### config.mk
export PLATFORM = sky130hd
export DESIGN_NAME = manchester_encoder
export DESIGN_NICKNAME = d
export VERILOG_FILES = /design/src/rtl/manchester_pkg.sv /design/src/rtl/manchester_bit_timer.sv /design/src/rtl/manchester_encoder.sv
export SDC_FILE = /design/constraint.sdc
export NUM_CORES = 1
export LEC_CHECK = 0
export CORE_ASPECT_RATIO = 1.75
export CORE_MARGIN = 1.5
export CORE_UTILIZATION = 35
export DETAILED_ROUTE_END_ITERATION = 10
export MAX_ROUTING_LAYER = met4
export PLACE_DENSITY = 0.64
export SETUP_SLACK_MARGIN = 0.4
export SLEW_MARGIN = 20
export SYNTH_ARGS = -nofsm -noshare
export SYNTH_HDL_FRONTEND = slang
export SYNTH_HIERARCHICAL = 1
export SYNTH_SLANG_ARGS = --single-unit
### constraint.sdc
create_clock -name aclk -period 3 [get_ports aclk]
set_input_delay 0.6 -clock aclk [delete_from_list [all_inputs] [get_ports aclk]]
set_output_delay 0.6 -clock aclk [all_outputs]
set_load 0.02 [all_outputs]
### src/rtl/manchester_pkg.sv
// Shared Manchester line-coding definitions.
// Used by the transmit path (manchester_encoder) and by the receive path.
//   manch_state_e         : transmit FSM states
//   MANCH_ONE_FIRST_HALF  : line level of the first half-bit of a '1'
//   MANCH_HALF_BIT_CYCLES : default clock cycles per half-bit
//   manch_half()          : line level for a data bit in a given half
package manchester_pkg;

    typedef enum logic [1:0] {
        StIdle,
        StPreamble,
        StData,
        StGap
    } manch_state_e;

    // A '1' is sent low-then-high, so the second half always equals the data bit.
    localparam logic MANCH_ONE_FIRST_HALF = 1'b0;

    localparam int unsigned MANCH_HALF_BIT_CYCLES = 4;

    function automatic logic manch_half(input logic data_bit, input logic second_half);
        if (second_half) begin
            return data_bit;
        end
        return data_bit ? MANCH_ONE_FIRST_HALF : ~MANCH_ONE_FIRST_HALF;
    endfunction

endpackage

### src/rtl/manchester_bit_timer.sv
// Half-bit / bit timing for the Manchester transmitter.
// Ports:
//   aclk, areset : clock, asynchronous active-high reset
//   en           : count enable; while low all counters are held at zero
//   bits_total   : number of bits in the current section (preamble, byte or gap)
//   second_half  : phase flag, high during the second half of a bit
//   bit_end      : last cycle of the second half-bit
//   bit_last     : bit_end of the final bit of the section (terminal count)
//   bit_cnt      : index of the current bit within the section
module manchester_bit_timer #(
    parameter int unsigned HALF_BIT_CYCLES = 4,
    parameter int unsigned BIT_CNT_W       = 5
) (
    input  logic                 aclk,
    input  logic                 areset,
    input  logic                 en,
    input  logic [BIT_CNT_W-1:0] bits_total,
    output logic                 second_half,
    output logic                 bit_end,
    output logic                 bit_last,
    output logic [BIT_CNT_W-1:0] bit_cnt
);

    localparam int unsigned HalfW = (HALF_BIT_CYCLES > 1) ? $clog2(HALF_BIT_CYCLES) : 1;
    localparam logic [HalfW-1:0] HalfMax = HalfW'(HALF_BIT_CYCLES - 1);

    logic [HalfW-1:0]     half_cnt_q, half_cnt_d;
    logic                 phase_q, phase_d;
    logic [BIT_CNT_W-1:0] bit_cnt_q, bit_cnt_d;
    logic                 half_end;

    assign half_end    = en && (half_cnt_q == HalfMax);
    assign bit_end     = half_end && phase_q;
    assign bit_last    = bit_end && (bit_cnt_q == (bits_total - BIT_CNT_W'(1)));
    assign second_half = phase_q;
    assign bit_cnt     = bit_cnt_q;

    always_comb begin
        half_cnt_d = half_cnt_q;
        phase_d    = phase_q;
        bit_cnt_d  = bit_cnt_q;
        if (!en) begin
            half_cnt_d = '0;
            phase_d    = 1'b0;
            bit_cnt_d  = '0;
        end else if (half_end) begin
            half_cnt_d = '0;
            phase_d    = ~phase_q;
            // Wrap at terminal count so the next section starts at bit 0.
            if (bit_end) begin
                bit_cnt_d = bit_last ? '0 : bit_cnt_q + BIT_CNT_W'(1);
            end
        end else begin
            half_cnt_d = half_cnt_q + HalfW'(1);
        end
    end

    always_ff @(posedge aclk or posedge areset) begin
        if (areset) begin
            half_cnt_q <= '0;
            phase_q    <= 1'b0;
            bit_cnt_q  <= '0;
        end else begin
            half_cnt_q <= half_cnt_d;
            phase_q    <= phase_d;
            bit_cnt_q  <= bit_cnt_d;
        end
    end

endmodule

### src/rtl/manchester_encoder.sv
// Manchester transmitter: frames bytes from a valid/ready stream with an
// alternating preamble, encodes them MSB-first and drives one line bit per cycle.
// Ports:
//   aclk, areset       : clock, asynchronous active-high reset
//   s_tdata/s_tvalid/s_tlast/s_tready : byte input stream (one-byte holding register)
//   tx_bit             : registered line output
//   tx_en              : registered driver enable, high during preamble and data
//   busy               : FSM not idle
//   underrun           : one-cycle pulse when a non-final byte ends with no successor
module manchester_encoder
    import manchester_pkg::*;
#(
    parameter int unsigned HALF_BIT_CYCLES = MANCH_HALF_BIT_CYCLES,
    parameter int unsigned PREAMBLE_BITS   = 16,
    parameter int unsigned GAP_BITS        = 4,
    parameter logic        IDLE_LEVEL      = 1'b0
) (
    input  logic       aclk,
    input  logic       areset,
    input  logic [7:0] s_tdata,
    input  logic       s_tvalid,
    input  logic       s_tlast,
    output logic       s_tready,
    output logic       tx_bit,
    output logic       tx_en,
    output logic       busy,
    output logic       underrun
);

    localparam int unsigned MaxPg   = (PREAMBLE_BITS > GAP_BITS) ? PREAMBLE_BITS : GAP_BITS;
    localparam int unsigned MaxBits = (MaxPg > 8) ? MaxPg : 8;
    localparam int unsigned BitCntW = $clog2(MaxBits + 1);

    manch_state_e state_q, state_d;

    logic         hold_valid_q, hold_valid_d;
    logic [7:0]   hold_data_q, hold_data_d;
    logic         hold_last_q, hold_last_d;
    logic [7:0]   shift_q, shift_d;
    logic         last_q, last_d;
    logic         tx_bit_q, tx_bit_d;
    logic         tx_en_q, tx_en_d;
    logic         underrun_q, underrun_d;

    logic               take;
    logic               load;
    logic               timer_en;
    logic [BitCntW-1:0] bits_total;
    logic               second_half;
    logic               bit_end;
    logic               bit_last;
    logic [BitCntW-1:0] bit_cnt;
    logic               pre_bit;

    assign s_tready = !hold_valid_q;
    assign take     = s_tvalid && !hold_valid_q;
    assign timer_en = (state_q != StIdle);
    // Preamble alternates 1,0,1,0,... starting from bit 0.
    assign pre_bit  = ((bit_cnt & BitCntW'(1)) == '0);

    manchester_bit_timer #(
        .HALF_BIT_CYCLES(HALF_BIT_CYCLES),
        .BIT_CNT_W      (BitCntW)
    ) u_bit_timer (
        .aclk       (aclk),
        .areset     (areset),
        .en         (timer_en),
        .bits_total (bits_total),
        .second_half(second_half),
        .bit_end    (bit_end),
        .bit_last   (bit_last),
        .bit_cnt    (bit_cnt)
    );

    always_comb begin
        state_d    = state_q;
        load       = 1'b0;
        shift_d    = shift_q;
        last_d     = last_q;
        bits_total = BitCntW'(8);
        tx_bit_d   = IDLE_LEVEL;
        tx_en_d    = 1'b0;
        underrun_d = 1'b0;
        unique case (state_q)
            StIdle: begin
                if (hold_valid_q) begin
                    state_d = StPreamble;
                end
            end
            StPreamble: begin
                bits_total = BitCntW'(PREAMBLE_BITS);
                tx_en_d    = 1'b1;
                tx_bit_d   = manch_half(pre_bit, second_half);
                // The first byte has been held since leaving idle.
                if (bit_last) begin
                    load    = 1'b1;
                    state_d = StData;
                end
            end
            StData: begin
                tx_en_d  = 1'b1;
                tx_bit_d = manch_half(shift_q[7], second_half);
                if (bit_last) begin
                    if (last_q) begin
                        state_d = StGap;
                    end else if (hold_valid_q) begin
                        load = 1'b1;
                    end else begin
                        underrun_d = 1'b1;
                        state_d    = StGap;
                    end
                end else if (bit_end) begin
                    shift_d = {shift_q[6:0], 1'b0};
                end
            end
            StGap: begin
                bits_total = BitCntW'(GAP_BITS);
                if (bit_last) begin
                    state_d = StIdle;
                end
            end
            default: state_d = StIdle;
        endcase
        if (load) begin
            shift_d = hold_data_q;
            last_d  = hold_last_q;
        end
    end

    always_comb begin
        hold_valid_d = hold_valid_q;
        hold_data_d  = hold_data_q;
        hold_last_d  = hold_last_q;
        if (load) begin
            hold_valid_d = 1'b0;
        end
        if (take) begin
            hold_valid_d = 1'b1;
            hold_data_d  = s_tdata;
            hold_last_d  = s_tlast;
        end
    end

    always_ff @(posedge aclk or posedge areset) begin
        if (areset) begin
            state_q      <= StIdle;
            hold_valid_q <= 1'b0;
            hold_data_q  <= '0;
            hold_last_q  <= 1'b0;
            shift_q      <= '0;
            last_q       <= 1'b0;
            tx_bit_q     <= IDLE_LEVEL;
            tx_en_q      <= 1'b0;
            underrun_q   <= 1'b0;
        end else begin
            state_q      <= state_d;
            hold_valid_q <= hold_valid_d;
            hold_data_q  <= hold_data_d;
            hold_last_q  <= hold_last_d;
            shift_q      <= shift_d;
            last_q       <= last_d;
            tx_bit_q     <= tx_bit_d;
            tx_en_q      <= tx_en_d;
            underrun_q   <= underrun_d;
        end
    end

    assign tx_bit   = tx_bit_q;
    assign tx_en    = tx_en_q;
    assign underrun = underrun_q;
    assign busy     = (state_q != StIdle);

endmodule

## Word level (Yosys, flattened, before mapping)

Cells that the tools add are included.
Widths: inputs -> output; s select.

- Register bits: 32
- Input port bits: 12

- $add $sub $neg: 3
- Reduce and logical (&&, ||, !) cells: 15
- Bitwise operators: 1
- Equality and inequality tests: 13
- Mux-type cells: 42

Operators by type and width:

| kind | count |
|---|---|
| $mux 8 | 4 |
| $mux 1 | 22 |
| $mux 5 | 4 |
| $mux 2 | 8 |
| $pmux 5 s2 | 1 |
| $ne 2x2->1 const B | 4 |
| $pmux 2 s4 | 1 |
| $reduce_bool 2->1 | 4 |
| $eq 2x2->1 const B | 3 |
| $ne 2x1->1 const B | 3 |
| $add 5x1->5 const B | 1 |
| $eq 5x5->1 | 1 |
| $logic_not 5->1 | 1 |
| $reduce_and 5->1 | 1 |
| $sub 5x1->5 const B | 1 |
| $logic_and 1x1->1 | 4 |
| $pmux 1 s2 | 2 |
| $ne 3x3->1 const B | 1 |
| $reduce_and 3->1 | 1 |
| $add 2x1->2 const B | 1 |
| $eq 2x1->1 const B | 1 |
| $logic_not 2->1 | 1 |
| $reduce_and 2->1 | 1 |
| $reduce_or 2->1 | 1 |
| 2 further kinds | 2 |

## Logic depth before layout (Yosys ltp)

- Depth in word-level cells: 9
- Gate-level depth with buffers: 11

## Cells and area by module

The synthesis kept the hierarchy.

By module, submodules not included:

| module | area each (µm²) | cells an instance | times used | sequential area each (µm²) |
|---|---|---|---|---|
| manchester_encoder | 1207.4 | 88 | 1 | 600.6 |
| manchester_bit_timer | 535.5 | 55 | 1 | 200.2 |

## Worst setup path before layout

No wires, ideal clock.

- Path kind: register to register
- Start: register state_q[1]
- End: register shift_q[1]
- Arrival time: 2.456 ns
- Data required time: 2.875 ns
- Buffers on the path: 0
- Path slack: 0.419 ns
- Stages on the path, launching flop included: 11
- Cell sequence: dfrtp_1 -> inv_1 -> ha_1 -> nor2_1 -> nand4bb_1 -> a211oi_2 -> o311ai_4 -> nor2_1 -> nand3b_4 -> mux2_1 -> mux2_4

- Longest elaborated chain between the ends: 9
- Elaborated cells between the ends (all ways): 18
- Classes of those cells: 1 x add/sub; 5 x eq/ne; 5 x mux; 7 x reduce/logical

Ends and longest elaborated chain:

| what | line | RTL |
|---|---|---|
| start, declared | manchester_encoder.sv:34 | `manch_state_e state_q, state_d;` |
| start signal, assigned | manchester_encoder.sv:146 | `state_q <= StIdle;` |
| start signal, assigned | manchester_encoder.sv:156 | `state_q <= state_d;` |
| $eq 2x2->1 / $eq 2x1->1 (equally long branches) | manchester_encoder.sv:84 | `unique case (state_q)` |
| $pmux 5 s2 (*) | manchester_encoder.sv:84 |  |
| via bits_total[3] | manchester_encoder.sv:48 | `logic [BitCntW-1:0] bits_total;` |
| $sub 5x1->5 (*) | manchester_bit_timer.sv:34 | `assign bit_last = bit_end && (bit_cnt_q == (bits_total - BIT_CNT_W'(1)));` |
| $eq 5x5->1 (*) | manchester_bit_timer.sv:34 |  |
| $logic_and 1x1->1 (*) | manchester_bit_timer.sv:34 |  |
| via bit_last | manchester_encoder.sv:51 | `logic bit_last;` |
| $mux 1 (on tied branches) | manchester_encoder.sv:103, manchester_encoder.sv:95 |  |
| $pmux 1 s2 | manchester_encoder.sv:84 |  |
| $ne 2x2->1 (no source line) / $reduce_bool 2->1 (equally long branches) | -- |  |
| $reduce_and 3->1 (no source line) | -- |  |
| end signal, assigned | manchester_encoder.sv:160 | `shift_q <= shift_d;` |
| end, declared | manchester_encoder.sv:39 | `logic [7:0] shift_q, shift_d;` |

The timed path passes the listed nets; every way through them passes the cells marked *.
A chain may end at the register's enable or synchronous reset.

## Final worst setup path

- Start: register state_q[1]
- End: register shift_q[4]

The elaborated chain is that of the path after synthesis.

==> flow_summary_export.csv <==
group,metric,value,unit
global_route,grt_usage,0.134,
routing,postRouteAntennaNets,0,
place,place_congestion,0.815,
logic_synthesis,synth_area,1740,sq um
sta,finalClockSkew,0.00997,ns
logic_synthesis,syn_avg_cell_area,12.2,sq um
final_layout,num_antenna_cells,0,
die,rows,33,
die,die-area,5430,sq um
cts,cts_buffers,5,
routing,route.detailed.drc,0,
global_route,grt_first_pass_wirelength,5430,um
cts,path_clk_slew,0.07,ns
job,drv_cap,0,
sta,setup_violations,0,
routing,drt_iter0_markers,22,
sta,hold_viol,0,
worst_setup_path,crit_fanout,8,
cts,holdBufCountCts,0,
logic_synthesis,synthArstFlopShare,1.00,
worst_setup_path,start_kind,"register",
pwr,p_leak,0.00104,uW
final_layout,fin_nets,196,
cts,htree_levels,2,
logic_synthesis,yosysSeqAreaShare,0.459,
global_route,grt_antenna_before_repair,0,
routing,dr.pass1.iters,4,
sta,post-route-period-util,0.848,
final_layout,utilization,0.452,
sta,worst_pin_slew,0.901,ns
sta,slew_violations,0,
sta,max_freq,393,MHz
global_route,grt_max_degree,25,
place,portBuffers,16,
place,place_hpwl,2440,um
final_layout,area_delta_synth_final,23.3,%
sta,min_period,2.54,ns
logic_synthesis,syn_inst,143,
cts,clock_latency,0.29,ns
final_layout,layout-drive-gt1-share,0.234,
cts,cts_tree,"done",
sta,timing.hold.ws,0.436,ns
global_route,grt_pass1_vias,1246,
die,die_w,56.3,um
logic_synthesis,synth_edf_count,0,
routing,routedWlPerCell,14.0,um
die,io_pins,17,
sta,tns,0,ns
die,fp.coreArea,4750,sq um
routing,vias,1142,
die,die_h,96.4,um
worst_setup_path,worstPathArrival,2.71,ns
worst_hold_path,hp-class,"register to register",
routing,viasPerCell,5.03,
worst_setup_path,cp.required,3.17,ns
die,start_util,0.367,
cts,clock_path_buffers,2,
logic_synthesis,synth_cell_types,40,
logic_synthesis,ys.flop_type,"dfrtp_1",
sta,relSlewSlack,0.398,
pwr,p_per_area,775,nW/um^2
sta,rsz0062_at_grt,"true",
logic_synthesis,synth-seq-cells,32,
logic_synthesis,ys_warn_count,6,
final_layout,n_fill_cell,426,
cts,cts_root_buffer,"clkbuf_8",
pwr,max-vdd-ir-drop,0.000495,V
run_status,status,"completed",
worst_setup_path,cp-end-kind,"register",
routing,wl,3170,um
cts,cts_sinks,32,
worst_setup_path,critPathKind,"register to register",
global_route,gr-total-overflow,0,
[report_power, final]
group,leakage [uW],switching (uW),internal (uW)
clock,0.0000552,161,246
combinational,0.000575,326,314
sequential,0.000410,79.2,538
total,0.00104,566,1100
[timing repair]
action | 4_1_cts | 5_1_grt
buffers inserted | 1 | 4
pin swaps | 2 | 2
endpoints found under the setup margin | 10 | 8
gates resized for setup | 5 | 3
[worst max-delay path, cell delays in order (launching register included)]
cell and delay [ns]:
dfrtp_1 0.43, inv_2 0.12, ha_4 0.17, nor2_4 0.05, nand4bb_1 0.21, a211oi_2 0.31
o311ai_4 0.17, nor2_4 0.16, nand3b_4 0.21, mux2_1 0.35, mux2_4 0.26
[through the flow]
step	instances	instance area [sq um]	power, uW	worst slack (ns)
after CTS	223	2100	1640	0.418
after global placement	214	1970	1190	0.230
after floorplan	147	1760	1040	0.419
after global routing	227	2150	1770	0.369
after detailed placement	214	1970	1220	0.103
final	227	2150	1670	0.456
[registers in the layout, summed over array words and instances (netlist names)]
register / count
hold_data_q: 8
hold_last_q: 1
hold_valid_q: 1
last_q: 1
shift_q: 8
state_q: 2
tx_bit: 1
tx_en: 1
u_bit_timer/bit_cnt: 5
u_bit_timer/half_cnt_q: 2
u_bit_timer/second_half: 1
underrun: 1
[per-layer routing]
metal  part of all wire  GRT usage  vias up
met5                  0          -        -
li1                   -          -      552
met3              0.033     0.0242       11
met2               0.59      0.260       29
met1               0.33      0.113      550
met4              0.044     0.0933        0
[path summary, 6_finish.rpt]
| check | from | end | slack [ns] | depth (start not counted) |
|---|---|---|---|---|
| min in group asynchronous | areset | u_bit_timer/bit_cnt[4] | 0.60 | 2 |
| worst min register to register | u_bit_timer/half_cnt_q[0] | u_bit_timer/half_cnt_q[0] | 0.44 | 1 |
| worst min-delay path | u_bit_timer/half_cnt_q[0] | u_bit_timer/half_cnt_q[0] | 0.44 | 1 |
| max in group asynchronous | areset | state_q[0] | 1.53 | 2 |
| worst max register to register | state_q[1] | shift_q[4] | 0.46 | 10 |
| worst max-delay path | state_q[1] | shift_q[4] | 0.46 | 10 |
[logic make-up after synthesis]
family / synth area share
AND/OR/NAND/NOR: 0.117
flip-flops: 0.459
multiplexers: 0.184
AO/OA/AOI/OAI: 0.0833
buffers and inverters: 0.0373
adder cells (fa/ha/maj): 0.0718
XOR/XNOR: 0.0452
other: 0.00215
[synthesized netlist by cell type, types with 3 or more instances]
cell / n / area [sq um]
nand2b_1: 3 / 18.8
mux2_1: 7 / 78.8
xnor2_1: 4 / 35.0
xor2_1: 5 / 43.8
mux2_4: 8 / 120
inv_1: 13 / 48.8
ha_1: 10 / 125
nor2b_1: 3 / 18.8
nand3_1: 4 / 20.0
mux2_2: 9 / 101
nand2_1: 7 / 26.3
nor2_1: 4 / 15.0
nor3_1: 3 / 15.0
dfrtp_1: 32 / 801
[cells in the final DEF (no fill, tap or decap), drive strengths merged, types with 2 or more instances in the layout]
| cell | instances |
|---|---|
| mux2i | 2 |
| nand3 | 4 |
| dfrtp | 32 |
| and2 | 2 |
| nand2 | 7 |
| o22ai | 2 |
| nand3b | 3 |
| conb | 5 |
| inv | 13 |
| a21o | 2 |
| buf | 6 |
| o21ai | 3 |
| nor2b | 3 |
| clkdlybuf4s50 | 16 |
| nand2b | 3 |
| a21boi | 2 |
| mux2 | 24 |
| ha | 10 |
| nor3 | 3 |
| clkbuf | 6 |
| xnor2 | 4 |
| xor2 | 5 |
| a31oi | 2 |
| nor2 | 4 |
[layout make-up]
cell class / instances / area, sq um / share of cell area
Tap cell: 52 / 65.1 / 0.0303
Clock buffer: 6 / 72.6 / 0.0338
Inverter: 13 / 48.8 / 0.0227
Sequential cell: 32 / 802 / 0.373
Clock inverter: 2 / 35.0 / 0.0163
Timing Repair Buffer: 22 / 205 / 0.0955
Multi-Input combinational cell: 100 / 920 / 0.428
(Power assumes the default switching activity.)
